[src/rtl/alu_result_framer_if.sv]
// Result-in / byte-out stream bundle for the ALU result framer.
interface alu_result_framer_if;
  logic [15:0] res_in;
  logic        res_valid;
  logic [1:0]  res_tag;
  logic [7:0]  out_data;
  logic        out_valid;
  logic        out_ready;

  // master: result producer and byte consumer; slave: the framer
  modport master (
    output res_in, res_valid, res_tag, out_ready,
    input  out_data, out_valid
  );

  modport slave (
    input  res_in, res_valid, res_tag, out_ready,
    output out_data, out_valid
  );
endinterface

[src/rtl/alu_result_framer.sv]
// Buffers tagged ALU results in a FIFO and serialises each as a 4-byte frame:
// header, MSB, LSB, XOR checksum.
module alu_result_framer #(
  parameter int unsigned DEPTH = 4
) (
  input  logic                   clk,
  input  logic                   rst,
  alu_result_framer_if.slave     bus,
  input  logic                   clr_ovf,
  output logic [$clog2(DEPTH):0] fifo_count,
  output logic                   busy,
  output logic                   ovf
);

  localparam int unsigned AW = $clog2(DEPTH);
  localparam int unsigned CW = AW + 1;

  typedef struct packed {
    logic [1:0]  tag;
    logic [15:0] res;
  } entry_t;

  typedef enum logic [2:0] {IDLE, HDR, MSB, LSB, CHK} state_t;

  state_t        state;
  entry_t        mem [DEPTH];
  entry_t        head;
  entry_t        hold;
  logic [AW-1:0] wr_ptr;
  logic [AW-1:0] rd_ptr;
  logic [CW-1:0] count;
  logic [CW-1:0] count_nxt;
  logic          advance;
  logic          pop;
  logic          push;
  logic          drop;
  logic          active_nxt;

  function automatic logic [7:0] header(input logic [1:0] tag);
    return {4'b1010, 2'b00, tag};
  endfunction

  assign head       = mem[rd_ptr];
  assign fifo_count = count;

  // Pop at IDLE or on the CHK handshake so frames run back to back
  always_comb begin
    advance    = bus.out_valid && bus.out_ready;
    pop        = (count != '0) && ((state == IDLE) || ((state == CHK) && advance));
    push       = bus.res_valid && ((count != CW'(DEPTH)) || pop);
    drop       = bus.res_valid && !push;
    count_nxt  = count;
    if (push && !pop)
      count_nxt = count + CW'(1);
    else if (!push && pop)
      count_nxt = count - CW'(1);
    active_nxt = !(((state == IDLE) || ((state == CHK) && advance)) && !pop);
  end

  always_ff @(posedge clk) begin
    if (push)
      mem[wr_ptr] <= entry_t'{tag: bus.res_tag, res: bus.res_in};
  end

  always_ff @(posedge clk or negedge rst) begin
    if (!rst) begin
      state         <= IDLE;
      wr_ptr        <= '0;
      rd_ptr        <= '0;
      count         <= '0;
      hold          <= '0;
      ovf           <= 1'b0;
      busy          <= 1'b0;
      bus.out_valid <= 1'b0;
      bus.out_data  <= '0;
    end else begin
      if (push)
        wr_ptr <= wr_ptr + AW'(1);
      if (pop) begin
        rd_ptr <= rd_ptr + AW'(1);
        hold   <= head;
      end
      count <= count_nxt;
      busy  <= active_nxt || (count_nxt != '0);
      // Sticky drop flag; a drop in the same cycle beats the clear
      if (drop)
        ovf <= 1'b1;
      else if (clr_ovf)
        ovf <= 1'b0;

      case (state)
        IDLE: begin
          if (pop) begin
            state         <= HDR;
            bus.out_valid <= 1'b1;
            bus.out_data  <= header(head.tag);
          end
        end
        HDR: begin
          if (advance) begin
            state        <= MSB;
            bus.out_data <= hold.res[15:8];
          end
        end
        MSB: begin
          if (advance) begin
            state        <= LSB;
            bus.out_data <= hold.res[7:0];
          end
        end
        LSB: begin
          if (advance) begin
            state        <= CHK;
            bus.out_data <= header(hold.tag) ^ hold.res[15:8] ^ hold.res[7:0];
          end
        end
        CHK: begin
          if (advance) begin
            if (pop) begin
              state        <= HDR;
              bus.out_data <= header(head.tag);
            end else begin
              state         <= IDLE;
              bus.out_valid <= 1'b0;
              bus.out_data  <= '0;
            end
          end
        end
        default: begin
          state         <= IDLE;
          bus.out_valid <= 1'b0;
          bus.out_data  <= '0;
        end
      endcase
    end
  end

endmodule
[src/flat_wrapper.sv]
// flat-port wrapper written by rule: the top's interface ports become plain ports
module alu_result_framer_flat 
#(
  parameter int unsigned DEPTH = 4
)
  (clk, rst, clr_ovf, fifo_count, busy, ovf, bus_res_in, bus_res_valid, bus_res_tag, bus_out_ready, bus_out_data, bus_out_valid);
  alu_result_framer_if bus_i ();
  input  logic clk;
  input  logic rst;
  input  logic clr_ovf;
  output logic [$clog2(DEPTH):0] fifo_count;
  output logic busy;
  output logic ovf;
  input wire logic [$bits(bus_i.res_in)-1:0] bus_res_in;
  input wire logic [$bits(bus_i.res_valid)-1:0] bus_res_valid;
  input wire logic [$bits(bus_i.res_tag)-1:0] bus_res_tag;
  input wire logic [$bits(bus_i.out_ready)-1:0] bus_out_ready;
  output wire logic [$bits(bus_i.out_data)-1:0] bus_out_data;
  output wire logic [$bits(bus_i.out_valid)-1:0] bus_out_valid;
  assign bus_i.res_in = bus_res_in;
  assign bus_i.res_valid = bus_res_valid;
  assign bus_i.res_tag = bus_res_tag;
  assign bus_i.out_ready = bus_out_ready;
  assign bus_out_data = bus_i.out_data;
  assign bus_out_valid = bus_i.out_valid;
  alu_result_framer #(.DEPTH(DEPTH)) u_core (.clk(clk), .rst(rst), .bus(bus_i), .clr_ovf(clr_ovf), .fifo_count(fifo_count), .busy(busy), .ovf(ovf));
endmodule
[config.mk]
export PLATFORM = sky130hd
export DESIGN_NAME = alu_result_framer_flat
export DESIGN_NICKNAME = d
export VERILOG_FILES = /design/src/rtl/alu_result_framer_if.sv /design/src/rtl/alu_result_framer.sv /design/src/flat_wrapper.sv
export SDC_FILE = /design/constraint.sdc
export NUM_CORES = 1
export LEC_CHECK = 0
export ABC_AREA = 1
export ABC_CLOCK_PERIOD_IN_PS = 2800
export BUFFER_PORTS_ARGS = -buffer_cell sky130_fd_sc_hd__buf_2
export CAP_MARGIN = 20
export CORE_MARGIN = 4
export CORE_UTILIZATION = 59
export CTS_CLUSTER_SIZE = 24
export DETAILED_ROUTE_END_ITERATION = 6
export HOLD_SLACK_MARGIN = 0.12
export PLACE_DENSITY = 0.79
export REMOVE_ABC_BUFFERS = 1
export SLEW_MARGIN = 20
export SYNTH_ARGS = -nofsm -noshare
export SYNTH_HDL_FRONTEND = slang
export SYNTH_SLANG_ARGS = --single-unit
[constraint.sdc]
create_clock -name clk -period 2.8 [get_ports clk]
set_input_delay 0.28 -clock clk [delete_from_list [all_inputs] [get_ports clk]]
set_output_delay 0.28 -clock clk [all_outputs]
set_load 0.1 [all_outputs]
* Word-level counts from Yosys, hierarchy flattened
Memory sizes are Yosys's and may differ from the RTL's.
Cells that the tools add are included.
** Cells by class
- $add $sub $neg :: 4
- Equal/unequal tests :: 11
- Mux-type cells :: 24
- Bitwise gates (word level) :: 3
- Reductions and logical operators :: 21
** Operators with widths (number)
- two-way mux 8 bit :: 6
- case mux 8 bit (5 select lines) :: 1
- two-way mux 3 bit :: 7
- bitwise XOR 8 bit :: 2
- case mux 3 bit (5 select lines) :: 1
- inequality test 2 x 1 -> 1 bit (second input constant) :: 5
- logical AND 1 bit :: 8
- two-way mux 1 bit :: 8
- equality test 3 x 2 -> 1 bit (second input constant) :: 2
- nonzero test 3 bit :: 2
- AND reduction 5 bit :: 1
- adder 2 x 1 -> 2 bit (second input constant) :: 2
- AND reduction 4 bit :: 1
- adder 3 x 1 -> 3 bit (second input constant) :: 1
- equality test 3 x 1 -> 1 bit (second input constant) :: 1
- equality test 3 bit (second input constant) :: 1
- zero test 1 bit :: 3
- zero test 3 bit :: 1
- logical OR 1 bit :: 3
- inequality test 3 bit (second input constant) :: 1
- case mux 1 bit (3 select lines) :: 1
- OR reduction 3 bit :: 1
- subtractor 3 x 1 -> 3 bit (second input constant) :: 1
- inequality test 2 bit (second input constant) :: 1
- 2 further kinds :: 2
** Word-level totals
- Register bits after elaboration :: 39
- Bits in writable memories :: 72
- Input bits :: 23
- Word-level logic and storage cells :: 74
- Memories :: 1
** Memories
- u_core.mem :: words 4, width 18, rd ports 1, clocked after Yosys merged registers in 0, write ports 1, line alu_result_framer.sv:26 : entry_t mem [DEPTH];

* Logic depth before layout (Yosys ltp)
- Depth in word-level cells :: 12
- Gate-level depth with buffers :: 12

* Least setup slack after synthesis
OpenSTA, ideal clock, no wires.
- Path type :: register to register
- From :: register u_core.count[0], in the netlist u_core.fifo_count[0]
- To :: memory u_core.mem[0][0] (netlist bit), enable pin
- Arrival :: 2.601 ns
- Required time :: 2.407 ns
- Slack :: -0.194 ns
- Stages on the path, launching flop included :: 8
- Clock period less this slack :: 2.994 ns
- Path through :: dfrtp_1 -> inv_1 -> ha_1 -> nand2_2 -> nand3_4 -> inv_2 -> o21ai_2 -> nor2_1
** On the way
- Word-level cells in the longest chain between the ends :: 6
** RTL lines
- from (decl) :: line alu_result_framer.sv:31 : logic [CW-1:0] count;
- from (signal assigned) :: line alu_result_framer.sv:83 : count <= count_nxt;
- nonzero test 3 bit :: line alu_result_framer.sv:49 : pop = (count != '0) && ((state == IDLE) || ((state == CHK) && advance));
- logical AND 1 bit :: line alu_result_framer.sv:49
- logical OR 1 bit (*) :: line alu_result_framer.sv:50 : push = bus.res_valid && ((count != CW'(DEPTH)) || pop);
- logical AND 1 bit (*) :: line alu_result_framer.sv:50
- two-way mux 1 bit (*) :: line alu_result_framer.sv:61 : if (push)
- two-way mux 1 bit (not written as such) (*) :: line alu_result_framer.sv:62 : mem[wr_ptr] <= entry_t'{tag: bus.res_tag, res: bus.res_in};
- to (decl) :: line alu_result_framer.sv:26
Mark *: on every way between the ends. The rest lies on a longest branch, timed or not.

* Final worst setup path
- From :: register u_core.count[0], in the netlist u_core.fifo_count[0]
- To :: memory u_core.mem[3][16] (netlist bit), enable pin
Same word-level chain as after synthesis.

==> load_flow_metrics.sql <==
INSERT INTO impl_metrics (metric_group, metric, value, unit) VALUES
('outcome', 'outcome', 'completed', ''),
('clock_network', 'numCtsBuffers', '9', ''),
('floorplan', 'core-area', '7767', 'um^2'),
('global_route', 'grt_pass1_wl', '15170', 'um'),
('timing', 'worst_slew_margin_rel', '45.02', '%'),
('setup_path', 'timing.critical_path.slowest_stage_cell', 'sky130_fd_sc_hd__dfrtp_1', ''),
('detailed_routing', 'detailroute.via_count', '3201', ''),
('setup_path', 'dominant_delay_contributor_by_cell_family_on_the_critical_path', 'buffers and inverters', ''),
('global_route', 'initial_antenna_violation_count', '0', ''),
('detailed_routing', 'first_pass_iters', '4', ''),
('layout', 'drive_gt1_share', '14.06', '%'),
('setup_path', 'critical_path_buf_inv_count', '3', ''),
('power', 'p_seq_share', '54.0', '%'),
('clock_network', 'tritoncts', 'yes', ''),
('global_route', 'grt_start_max_net_pins', '40', ''),
('timing', 'worst_clock_skew', '0.01610', 'ns'),
('setup_path', 'worst-endpoint-required', '2.87', 'ns'),
('setup_path', 'critical_path_start_type', 'flip-flop', ''),
('detailed_routing', 'first_iter_violations', '188', ''),
('detailed_routing', 'drc', '0', ''),
('clock_network', 'htreeDepth', '3', ''),
('global_route', 'global_route.usage.total', '19.97', '%'),
('clock_network', 'clockBufferDepth', '2', ''),
('min_path', 'hold_path.class', 'in -> reg', ''),
('layout', 'antennaDiodeCount', '0', ''),
('synth', 'postSynthCellCount', '443', ''),
('setup_path', 'crit-reg2reg-launch', 'u_core.fifo_count[0]$_DFF_PN0_', ''),
('power', 'power.ir.vdd_worst', '0.4611', 'mV'),
('timing', 'hold_viol', '0', ''),
('power', 'fraction_of_power_spent_switching_nets', '31.46', '%'),
('layout', 'flow.area_growth_from_synthesis', '14.80', '%'),
('timing', 'actual_transition_at_the_worst_max_transition_pin', '0.8247', 'ns'),
('synth', 'portion_of_the_post_synthesis_area_used_by_sequential_elements', '66.30', '%'),
('place', 'port-buffer-count', '36', ''),
('layout', 'fin_nets', '530', ''),
('power', 'powerDensity', '712.5', 'nW/um^2'),
('setup_path', 'worstPathArrival', '2.14', 'ns'),
('power', 'cell_internal_pwr', '2.654', 'mW'),
('setup_path', 'cp.depth', '8', ''),
('clock_network', 'clock_insertion_delay_worst_skew', '0.39', 'ns'),
('setup_path', 'crit_type', 'reg -> reg', ''),
('power', 'clock_power_share', '27.0', '%'),
('floorplan', 'fp.dieArea', '9520', 'um^2'),
('place', 'placed_area', '5000', 'um^2'),
('power', 'combPwrFrac', '18.9', '%'),
('setup_path', 'cp-end-kind', 'flip-flop', ''),
('global_route', 'grt_overflow', '0', ''),
('layout', 'layout.cell_area.non_filler', '5434', 'um^2'),
('place', 'place_hpwl', '5785', 'um'),
('detailed_routing', 'post_drt_via_cell_ratio', '5.273', ''),
('setup_path', 'critical_path.reg2reg.endpoint', 'u_core.mem[3][16]$_DFFE_PP_', ''),
('floorplan', 'design.portCount', '37', ''),
('place', 'place.detailed.instances', '571', ''),
('layout', 'post_layout_nonfiller_instances', '607', ''),
('setup_path', 'cp-endpoint', 'u_core.mem[3][16]$_DFFE_PP_', ''),
('synth', 'synth_enable_flop_cells', '72', ''),
('synth', 'synthDistinctLibCells', '27', ''),
('synth', 'syn-mean-instance-area', '10.68', 'um^2'),
('setup_path', 'beginning_of_the_critical_path', 'u_core.fifo_count[0]$_DFF_PN0_', ''),
('floorplan', 'die_x', '97.57', 'um'),
('clock_network', 'hold_fix_buffer_count_after_cts', '18', ''),
('run', 'maxCapViolCount', '0', ''),
('synth', 'synth-main-ff-cell', 'sky130_fd_sc_hd__edfxtp_1', ''),
('detailed_routing', 'post_drt_wl_per_cell', '14.74', 'um'),
('layout', 'final.fill_count', '570', ''),
('floorplan', 'die_outline_height', '97.57', 'um'),
('timing', 'report.final.slew_viol_count', '0', ''),
('setup_path', 'worst_r2r_path_depth', '8', ''),
('global_route', 'first_global_vias', '3084', ''),
('clock_network', 'clockRootBuffer', 'sky130_fd_sc_hd__clkbuf_8', ''),
('clock_network', 'cts_sinks', '111', '');
stage by stage:
| stage | hold WS [ns] | power (mW) | setup TNS, ns | utilization [%] | worst slack [ns] |
|---|---|---|---|---|---|
| 6_report | 0.2242 | 3.872 | 0 | 69.96 | 0.7264 |
| 5_1_grt | 0.2417 | 4.058 | 0 | 69.96 | 0.5199 |
| 4_1_cts | 0.1245 | 3.892 | 0 | 69.70 | 0.7150 |
| 3_5_place_dp | 0.4263 | 2.841 | 0 | 64.37 | 0.7373 |
| 3_3_place_gp | 0.4199 | 2.809 | 0 | 64.37 | 0.8452 |
| 2_1_floorplan | -0.01559 | 2.628 | -38.52 | - | -0.5350 |
cell usage after synthesis (2+ instances only):
master	number	area share [%]
sky130_fd_sc_hd__nand2_1	109	8.6
sky130_fd_sc_hd__nand2_2	2	0.26
sky130_fd_sc_hd__dfrtp_1	39	21
sky130_fd_sc_hd__nand4_1	4	0.53
sky130_fd_sc_hd__o21ai_1	2	0.21
sky130_fd_sc_hd__o21ai_2	2	0.37
sky130_fd_sc_hd__o22ai_1	16	2.1
sky130_fd_sc_hd__buf_4	4	0.63
sky130_fd_sc_hd__xor2_1	7	1.3
sky130_fd_sc_hd__a21oi_1	10	1.1
sky130_fd_sc_hd__buf_6	2	0.48
sky130_fd_sc_hd__and2_1	4	0.53
sky130_fd_sc_hd__buf_2	3	0.32
sky130_fd_sc_hd__inv_1	27	2.1
sky130_fd_sc_hd__o21ai_0	53	5.6
sky130_fd_sc_hd__nor2_1	49	3.9
sky130_fd_sc_hd__edfxtp_1	72	46
sky130_fd_sc_hd__ha_1	7	1.9
sky130_fd_sc_hd__inv_2	3	0.24
sky130_fd_sc_hd__nand3_1	13	1.4
sky130_fd_sc_hd__clkbuf_1	9	0.71
tightest hold or removal path: cells and delay by family:
family / cells / cell delay [ns]
buffers and inverters: 1 / 0.13
and+or+nand+nor: 2 / 0.16
area by class of cell:
cell class | count | area, um^2 | share of cell area, %
flip-flops and latches | 111 | 3138 | 57.75
multi-input cells | 283 | 1378 | 25.35
inverters | 31 | 116.4 | 2.141
clock buffers | 9 | 123.9 | 2.280
repair buffers | 64 | 440.4 | 8.105
clock inverters | 7 | 110.1 | 2.026
well taps | 102 | 127.6 | 2.349
layout by cell type, fill, tap and decap left out, types with 2 or more instances in the layout:
cell | Yosys | routed
sky130_fd_sc_hd__o21ai_2 | 2 | 2
sky130_fd_sc_hd__nand4_1 | 4 | 4
sky130_fd_sc_hd__ha_1 | 7 | 7
sky130_fd_sc_hd__nand2_1 | 109 | 109
sky130_fd_sc_hd__nor2_1 | 49 | 49
sky130_fd_sc_hd__nand3_1 | 13 | 13
sky130_fd_sc_hd__o21ai_1 | 2 | 2
sky130_fd_sc_hd__a21oi_1 | 10 | 10
sky130_fd_sc_hd__clkbuf_8 | 0 | 9
sky130_fd_sc_hd__clkinv_8 | 0 | 3
sky130_fd_sc_hd__and2_1 | 4 | 4
sky130_fd_sc_hd__inv_1 | 27 | 27
sky130_fd_sc_hd__buf_4 | 4 | 8
sky130_fd_sc_hd__o21ai_0 | 53 | 53
sky130_fd_sc_hd__o22ai_1 | 16 | 16
sky130_fd_sc_hd__buf_2 | 3 | 36
sky130_fd_sc_hd__dlygate4sd3_1 | 0 | 20
sky130_fd_sc_hd__xor2_1 | 7 | 7
sky130_fd_sc_hd__dfrtp_1 | 39 | 39
sky130_fd_sc_hd__inv_2 | 3 | 3
sky130_fd_sc_hd__edfxtp_1 | 72 | 72
sky130_fd_sc_hd__nand2_2 | 2 | 2
sky130_fd_sc_hd__inv_8 | 0 | 2
how the worst min path moves through the flow:
| stage | start | cells past startpoint | to |
|---|---|---|---|
| 3_5_place_dp | rst | 1 | u_core.bus.out_valid$_DFFE_PN0P_ |
| 5_1_grt | bus_res_valid | 3 | u_core.fifo_count[1]$_DFF_PN0_ |
| 3_3_place_gp | rst | 1 | u_core.fifo_count[0]$_DFF_PN0_ |
| 2_1_floorplan | rst | 0 | u_core.bus.out_data[0]$_DFFE_PN0P_ |
| 4_1_cts | bus_res_tag[1] | 1 | u_core.mem[0][17]$_DFFE_PP_ |
| 6_report | bus_res_valid | 3 | u_core.fifo_count[1]$_DFF_PN0_ |
state kept, by name, indices dropped and copies added, names as in the netlist:
signal	flops
u_core.ovf	1
u_core.wr_ptr	2
u_core.fifo_count	3
u_core.busy	1
u_core.bus.out_valid	1
u_core.state	3
u_core.mem	72
u_core.hold	18
u_core.rd_ptr	2
u_core.bus.out_data	8
cells by family after synthesis:
kind of cell    share of synthesized area [%]
compound gates                          9.992
xor+xnor                                1.295
fa+ha+maj                               1.850
buf+inv                                 4.599
flops                                   66.30
simple gates                            15.97
power groups by stage:
stage                     clock network [mW]  logic, mW  registers (mW)
after CTS                               1.06      0.736            2.09
after global routing                    1.14      0.806            2.11
after floorplan                            0      0.332            2.30
after detailed placement                   0      0.714            2.13
after global placement                     0      0.692            2.12
final                                   1.05      0.733            2.09
layer usage:
metal / vias up / wire length (um) / GRT usage [%]
met3: 12 / 418 / 4.451
met5: - / 0 / 0
li1: 1604 / - / -
met1: 1510 / 3948 / 26.95
met2: 75 / 4406 / 32.37
met4: 0 / 176 / 6.390
Note: power is estimated with default switching activity, not from simulation.
